<file path="config.mk">
export PLATFORM = sky130hd
export DESIGN_NAME = wb_rr_bus
export DESIGN_NICKNAME = d
export VERILOG_FILES = /design/src/rtl/wb_rr_bus_pkg.sv /design/src/rtl/wb_rr_bus_arbiter.sv /design/src/rtl/wb_rr_bus.sv
export SDC_FILE = /design/constraint.sdc
export NUM_CORES = 1
export LEC_CHECK = 0
export ABC_AREA = 1
export CAP_MARGIN = 5
export CORE_AREA = 2 2 272 274
export DETAILED_ROUTE_END_ITERATION = 12
export DIE_AREA = 0 0 274 276
export PLACE_DENSITY = 0.3
export SKIP_LAST_GASP = 1
export SYNTH_ARGS = -nofsm -noshare
export SYNTH_HDL_FRONTEND = slang
export SYNTH_SLANG_ARGS = --single-unit
</file>
<file path="constraint.sdc">
create_clock -name clk -period 1.69 [get_ports clk]
set_input_delay 0.169 -clock clk [delete_from_list [all_inputs] [get_ports clk]]
set_output_delay 0.169 -clock clk [all_outputs]
set_load 0.1 [all_outputs]
</file>
<file path="src/rtl/wb_rr_bus_pkg.sv">
// Shared types, limits and the round-robin pick function for the wb_rr_bus interconnect.
package wb_rr_bus_pkg;

    localparam int unsigned MAX_M = 8;
    localparam int unsigned MAX_S = 16;
    localparam int unsigned GNT_W = 3;
    localparam int unsigned WD_W  = 16;

    typedef enum logic {
        ST_IDLE = 1'b0,
        ST_BUSY = 1'b1
    } arb_state_e;

    // First requester after 'last', wrapping modulo n; returns 'last' when nobody requests.
    function automatic logic [GNT_W-1:0] rr_pick(input logic [MAX_M-1:0] req,
                                                 input logic [GNT_W-1:0] last,
                                                 input int unsigned      n);
        logic [GNT_W-1:0] pick;
        logic             found;
        int unsigned      idx;
        pick  = last;
        found = 1'b0;
        for (int unsigned i = 1; i <= MAX_M; i++) begin
            idx = (32'(last) + i) % n;
            if (!found && (i <= n) && req[idx[GNT_W-1:0]]) begin
                pick  = idx[GNT_W-1:0];
                found = 1'b1;
            end
        end
        return pick;
    endfunction

endpackage

</file>
<file path="src/rtl/wb_rr_bus_arbiter.sv">
// Round-robin bus arbiter: grants one cyc requester, holds it while its cyc stays high.
module wb_rr_arbiter
    import wb_rr_bus_pkg::*;
#(
    parameter int unsigned N_M = 4
) (
    input  logic           clk,
    input  logic           reset_n,
    input  logic [N_M-1:0] req,
    output logic [N_M-1:0] gnt
);

    arb_state_e       state_q, state_d;
    logic [N_M-1:0]   gnt_d;
    logic [GNT_W-1:0] last_q, last_d;
    logic [GNT_W-1:0] pick;
    logic             held;

    assign held = |(req & gnt);
    assign pick = rr_pick(MAX_M'(req), last_q, N_M);

    // last_grant resets to the top master so master 0 wins the first arbitration
    always_ff @(posedge clk or negedge reset_n) begin
        if (!reset_n) begin
            state_q <= ST_IDLE;
            gnt     <= '0;
            last_q  <= GNT_W'(N_M - 1);
        end else begin
            state_q <= state_d;
            gnt     <= gnt_d;
            last_q  <= last_d;
        end
    end

    always_comb begin
        state_d = state_q;
        case (state_q)
            ST_IDLE: if (|req) state_d = ST_BUSY;
            ST_BUSY: if (!held) state_d = ST_IDLE;
            default: state_d = ST_IDLE;
        endcase
    end

    // A release always passes through IDLE, so no grant lands in the release cycle
    always_comb begin
        gnt_d  = gnt;
        last_d = last_q;
        case (state_q)
            ST_IDLE: begin
                if (|req) begin
                    last_d = pick;
                    for (int unsigned i = 0; i < N_M; i++) gnt_d[i] = (pick == GNT_W'(i));
                end
            end
            ST_BUSY: if (!held) gnt_d = '0;
            default: gnt_d = '0;
        endcase
    end

endmodule

</file>
<file path="src/rtl/wb_rr_bus.sv">
// Shared-bus Wishbone interconnect: round-robin master arbitration, mask/base slave decode,
// decode-miss error, optional stuck-slave watchdog (WB_RR_BUS_TIMEOUT_EN).
module wb_rr_bus
    import wb_rr_bus_pkg::*;
#(
    parameter int unsigned          N_M     = 4,
    parameter int unsigned          N_S     = 8,
    parameter int unsigned          ADR_W   = 32,
    parameter int unsigned          DAT_W   = 32,
    parameter logic [N_S*ADR_W-1:0] S_BASE  = '0,
    parameter logic [N_S*ADR_W-1:0] S_MASK  = '0,
    parameter int unsigned          TIMEOUT = 255,
    localparam int unsigned         SEL_W   = DAT_W / 8
) (
    input  logic                 clk,
    input  logic                 reset_n,
    input  logic [N_M*ADR_W-1:0] m_adr_i,
    input  logic [N_M*DAT_W-1:0] m_dat_i,
    input  logic [N_M*SEL_W-1:0] m_sel_i,
    input  logic [N_M-1:0]       m_we_i,
    input  logic [N_M-1:0]       m_cyc_i,
    input  logic [N_M-1:0]       m_stb_i,
    output logic [DAT_W-1:0]     m_dat_o,
    output logic [N_M-1:0]       m_ack_o,
    output logic [N_M-1:0]       m_err_o,
    output logic [N_M-1:0]       m_rty_o,
    output logic [ADR_W-1:0]     s_adr_o,
    output logic [DAT_W-1:0]     s_dat_o,
    output logic [SEL_W-1:0]     s_sel_o,
    output logic                 s_we_o,
    output logic [N_S-1:0]       s_cyc_o,
    output logic [N_S-1:0]       s_stb_o,
    input  logic [N_S*DAT_W-1:0] s_dat_i,
    input  logic [N_S-1:0]       s_ack_i,
    input  logic [N_S-1:0]       s_err_i,
    input  logic [N_S-1:0]       s_rty_i
);

    logic [N_M-1:0]   gnt;
    logic [ADR_W-1:0] g_adr;
    logic [DAT_W-1:0] g_dat;
    logic [SEL_W-1:0] g_sel;
    logic             g_we, g_cyc, g_stb;
    logic [N_S-1:0]   hit_oh, sel_oh;
    logic             hit;
    logic [DAT_W-1:0] r_dat;
    logic             r_ack, r_err, r_rty;
    logic             miss_err_q;
    logic             wd_err;
    logic             resp_ack, resp_err, resp_rty;

    wb_rr_arbiter #(.N_M(N_M)) u_arb (
        .clk     (clk),
        .reset_n (reset_n),
        .req     (m_cyc_i),
        .gnt     (gnt)
    );

    // Granted master's request; all zero when nobody owns the bus
    always_comb begin
        g_adr = '0;
        g_dat = '0;
        g_sel = '0;
        g_we  = 1'b0;
        g_cyc = 1'b0;
        g_stb = 1'b0;
        for (int unsigned i = 0; i < N_M; i++) begin
            if (gnt[i]) begin
                g_adr = m_adr_i[i*ADR_W +: ADR_W];
                g_dat = m_dat_i[i*DAT_W +: DAT_W];
                g_sel = m_sel_i[i*SEL_W +: SEL_W];
                g_we  = m_we_i[i];
                g_cyc = m_cyc_i[i];
                g_stb = m_stb_i[i];
            end
        end
    end

    // Lowest-index matching slave wins
    always_comb begin
        hit_oh = '0;
        hit    = 1'b0;
        for (int unsigned j = 0; j < N_S; j++) begin
            if (!hit && ((g_adr & S_MASK[j*ADR_W +: ADR_W]) == S_BASE[j*ADR_W +: ADR_W])) begin
                hit_oh[j] = 1'b1;
                hit       = 1'b1;
            end
        end
    end

    // g_cyc gates everything so a dropped cyc aborts at once and late acks are discarded
    assign sel_oh  = g_cyc ? hit_oh : '0;
    assign s_cyc_o = sel_oh;
    assign s_stb_o = g_stb ? sel_oh : '0;
    assign s_adr_o = g_adr;
    assign s_dat_o = g_dat;
    assign s_sel_o = g_sel;
    assign s_we_o  = g_we;

    always_comb begin
        r_dat = '0;
        r_ack = 1'b0;
        r_err = 1'b0;
        r_rty = 1'b0;
        for (int unsigned j = 0; j < N_S; j++) begin
            if (sel_oh[j]) begin
                r_dat = s_dat_i[j*DAT_W +: DAT_W];
                r_ack = s_ack_i[j];
                r_err = s_err_i[j];
                r_rty = s_rty_i[j];
            end
        end
    end

    // One err pulse per miss strobe, one cycle after the strobe is seen
    always_ff @(posedge clk or negedge reset_n) begin
        if (!reset_n) miss_err_q <= 1'b0;
        else          miss_err_q <= g_cyc & g_stb & !hit & !miss_err_q;
    end

`ifdef WB_RR_BUS_TIMEOUT_EN
    logic [WD_W-1:0] wd_q;
    logic            wd_err_q;
    logic            wd_run;

    assign wd_run = g_cyc & g_stb & hit & !(r_ack | r_err | r_rty) & !wd_err_q;
    assign wd_err = wd_err_q;

    // Error is registered, so it appears in the cycle where the count would reach TIMEOUT
    always_ff @(posedge clk or negedge reset_n) begin
        if (!reset_n) begin
            wd_q     <= '0;
            wd_err_q <= 1'b0;
        end else begin
            wd_err_q <= 1'b0;
            if (!wd_run) begin
                wd_q <= '0;
            end else if (wd_q == WD_W'(TIMEOUT - 1)) begin
                wd_q     <= '0;
                wd_err_q <= 1'b1;
            end else begin
                wd_q <= wd_q + WD_W'(1);
            end
        end
    end
`else
    logic unused_timeout;
    assign unused_timeout = ^WD_W'(TIMEOUT);
    assign wd_err         = 1'b0;
`endif

    assign resp_ack = g_cyc & r_ack;
    assign resp_err = g_cyc & (r_err | miss_err_q | wd_err);
    assign resp_rty = g_cyc & r_rty;

    assign m_dat_o = r_dat;
    assign m_ack_o = {N_M{resp_ack}} & gnt;
    assign m_err_o = {N_M{resp_err}} & gnt;
    assign m_rty_o = {N_M{resp_rty}} & gnt;

endmodule

</file>
==> impl_summary.log <==
INFO  metric cts_root_buf = sky130_fd_sc_hd__clkbuf_16
INFO  metric clkSlewWorstSetupHoldPaths = 0.04 ns
INFO  metric gpl.final_weighted_congestion = 0.766
INFO  metric sw_frac_of_total = 60.5%
INFO  metric die_height = 276 microns
INFO  metric ys_seq_area_share = 5.65%
INFO  metric drt_first_iter_violations = 150
INFO  metric start_util = 4.33%
INFO  metric final-setup-viol-count = 115
INFO  metric cts_inserted_buffers = 3
INFO  metric grt_first_pass_wirelength = 43800 microns
INFO  metric synth_seq_cells = 7
INFO  metric minimum_setup_slack_in_the_final_design = -0.440 ns
INFO  metric crit_chain = inv_6 > nand2_4 > clkinv_8 > buf_12 > buf_12 > buf_12 > buf_4 > nand2_4 > nand2_2 > o21ai_2 > o21ai_4 > buf_12
INFO  metric drtPass1Iterations = 4
INFO  metric clock_power_share = 1.5%
INFO  metric num_rows = 99
INFO  metric route.detailed.wl_per_inst = 14.9 microns
INFO  metric port_buffers = 435
INFO  metric layout-drive-gt1-share = 47.5%
INFO  metric crit_path_end_kind = output pin
INFO  metric number_of_remaining_drc_errors = 0
INFO  metric timing.critical_path.arrival = 1.96 ns
INFO  metric cts_tree = built
INFO  metric grt-ovfl-total = 0
INFO  metric synthesis.area_per_instance = 4.65 sq um
INFO  metric finalClockSkew = 0.00277 ns
INFO  metric failed_checks = setup timing
INFO  metric area_growth_syn_to_layout = 323%
INFO  metric final_core_util = 18.3%
INFO  metric cp-start-kind = register
INFO  metric netlist.area_leader.share = 31.9%
INFO  metric reg2reg_setup_slack = 0.03 ns
INFO  metric layout.nets = 1765
INFO  metric worst-path-max-fanout = 7
INFO  metric synthCells = 677
INFO  metric netlist.top_cell.by_area = sky130_fd_sc_hd__nand2_1
INFO  metric grt_util_all_layers = 7.63%
INFO  metric layout_commonest_cell = sky130_fd_sc_hd__clkdlybuf4s50_1
INFO  metric grt_setup_unrepaired = true
INFO  metric period_share = 126%
INFO  metric tritoncts_num_sinks = 7
INFO  metric unique_masters_post_synth = 26
INFO  metric p_int = 10.5 mW
INFO  metric timing.final.crit_period = 2.13 ns
INFO  metric hold_viol_final = 0
INFO  metric synthTopCellsByArea = sky130_fd_sc_hd__nand2_1, sky130_fd_sc_hd__o21ai_0, sky130_fd_sc_hd__a21oi_1
INFO  metric achievable_clock_frequency = 0.469 GHz
INFO  metric placedInstanceArea = 11600 sq um
INFO  metric power = 26.5 mW
INFO  metric static-leakage-power = 5.15 nW
INFO  metric drv.max_cap_violation_count = 0
INFO  metric dr_total_vias = 6495
INFO  metric number_of_antenna_violations_at_the_first_check_in_global_routing = 1
INFO  metric netSwitchingPower = 16.0 mW
INFO  metric fillCellCount = 8178
INFO  metric drt-total-wl = 32200 microns
INFO  metric first_global_vias = 6839
INFO  metric worst_ep_required_time = 1.52 ns
INFO  metric htree_num_levels = 1
INFO  metric worst-setup-path-type = reg -> out
INFO  metric pwr_density_cell = 1990 nW/um^2
INFO  metric pwr-share-seq = 1.5%
INFO  metric final-max-slew-violation-count = 0
INFO  metric die-area = 75600 sq um
INFO  metric worst_hold_path_type = in -> async
INFO  metric comb_power_share = 97.0%
INFO  metric insertion_delay = 0.23 ns
INFO  metric status = finished with violations
INFO  metric fin_hold_ws = 0.236 ns
INFO  metric dp_hpwl = 25900 microns
INFO  metric synth.cell_area = 3150 sq um
INFO  metric design_area = 13300 sq um
INFO  metric grt_max_degree = 33
INFO  metric critical_path.most_common_cell = sky130_fd_sc_hd__buf_12
INFO  metric critical-path-max-stage-delay = 0.51 ns
INFO  metric number_of_routed_nets_with_antenna_violations = 0
INFO  metric routed_via_density = 3.01
INFO  metric die_width = 274 microns
INFO  metric final_cell_mix = sky130_fd_sc_hd__clkdlybuf4s50_1, sky130_fd_sc_hd__nand2_1, sky130_fd_sc_hd__buf_12
INFO  metric design.portCount = 695
INFO  metric vdd_ir_drop_max = 0.854 mV
INFO  metric max-clock-path-buffers = 2
INFO  metric yosys_warnings = 0
INFO  metric floorplan.core_area = 72600 sq um
INFO  metric timing.critical_path.slowest_stage_cell = sky130_fd_sc_hd__dfrtp_4
==> cell type report <==
| cell class | instances | area, sq um | area share [%] |
|---|---|---|---|
| Clock buffer | 4 | 78.8 | 0.593 |
| Tap cell | 959 | 1200 | 9.02 |
| Timing Repair Buffer | 569 | 7190 | 54.1 |
| Antenna cell | 1 | 2.50 | 0.0188 |
| Sequential cell | 7 | 189 | 1.42 |
| Multi-Input combinational cell | 570 | 4410 | 33.2 |
| Inverter | 48 | 220 | 1.66 |
==> timing repair <==
item	in CTS	in global routing
setup endpoints to repair	117	120
pin swaps	43	69
hold buffers	0	0
gates resized for setup	156	199
gates cloned	4	5
buffers inserted	13	45
==> cells in the mapped netlist <==
library cell	count
sky130_fd_sc_hd__clkbuf_1	33
sky130_fd_sc_hd__nor2_2	1
sky130_fd_sc_hd__o21ai_1	8
sky130_fd_sc_hd__dfrtp_1	5
sky130_fd_sc_hd__dfstp_2	2
sky130_fd_sc_hd__inv_2	7
sky130_fd_sc_hd__nand2_2	9
sky130_fd_sc_hd__nor2_1	50
sky130_fd_sc_hd__nand3_1	9
sky130_fd_sc_hd__buf_4	17
sky130_fd_sc_hd__inv_1	39
sky130_fd_sc_hd__conb_1	1
sky130_fd_sc_hd__buf_1	2
sky130_fd_sc_hd__o22ai_2	1
sky130_fd_sc_hd__o21ai_0	132
sky130_fd_sc_hd__a21oi_1	72
sky130_fd_sc_hd__nor2_4	1
sky130_fd_sc_hd__or2_2	1
sky130_fd_sc_hd__nand3_4	1
sky130_fd_sc_hd__nand2_4	2
sky130_fd_sc_hd__o211ai_1	1
sky130_fd_sc_hd__a22oi_4	1
sky130_fd_sc_hd__inv_4	1
sky130_fd_sc_hd__clkinv_1	1
sky130_fd_sc_hd__nand2_1	267
sky130_fd_sc_hd__buf_2	13
==> critical path: cells and delay by family (launching register included) <==
| kind | cells | cell delay (ns) |
|---|---|---|
| AO/OA/AOI/OAI | 2 | 0.20 |
| buffers and inverters | 7 | 0.85 |
| flip-flops | 1 | 0.51 |
| AND/OR/NAND/NOR | 3 | 0.15 |
==> cell families after synthesis <==
logic type,count (synthesis),share of synthesized area [%]
simple gates,341,43.1
flops,7,5.65
compound gates,215,35.0
other cells,1,0.119
buf+inv,113,16.1
==> metrics by stage <==
stage          cells  setup WS (ns)  setup TNS, ns
2_1_floorplan    690          -1.61         -34.12
3_3_place_gp    2114         -0.520         -32.49
3_5_place_dp    2114         -0.517         -32.31
4_1_cts         2131         -0.488         -44.63
5_1_grt         2157         -0.525         -48.69
6_report        2158         -0.440         -37.64
==> state kept, by name (all words and copies together), names as in the netlist <==
register	count
u_arb.last_q	2
u_arb.state_q	1
u_arb.gnt	4
==> power by group through the flow <==
stage          sequential (mW)  clock, mW  combinational [mW]
2_1_floorplan            0.299          0                14.1
3_3_place_gp             0.382          0                23.3
3_5_place_dp             0.378          0                23.3
4_1_cts                  0.385      0.408                24.5
5_1_grt                  0.404      0.416                26.9
6_report                 0.387      0.398                25.7
==> routing by layer <==
layer / wire length (microns) / share of wire, % / GRT usage (%)
met1: 11900 / 37 / 8.07
met3: 3700 / 11 / 3.23
met5: 12 / 0.037 / 0
met2: 16400 / 51 / 14.4
met4: 257 / 0.80 / 0.669
==> path summary, 6_finish.rpt <==
path | start | cells past startpoint | endpoint
hold reg to reg | u_arb.state_q | 2 | u_arb.state_q
setup / recovery | u_arb.gnt[1] | 12 | s_dat_o[3]
hold / removal | reset_n | 1 | u_arb.gnt[0]
min in group clk | u_arb.state_q | 2 | u_arb.state_q
setup reg to reg | u_arb.last_q[0] | 12 | u_arb.gnt[1]
max in group asynchronous | reset_n | 1 | u_arb.last_q[1]
(Power assumes the default switching activity.)
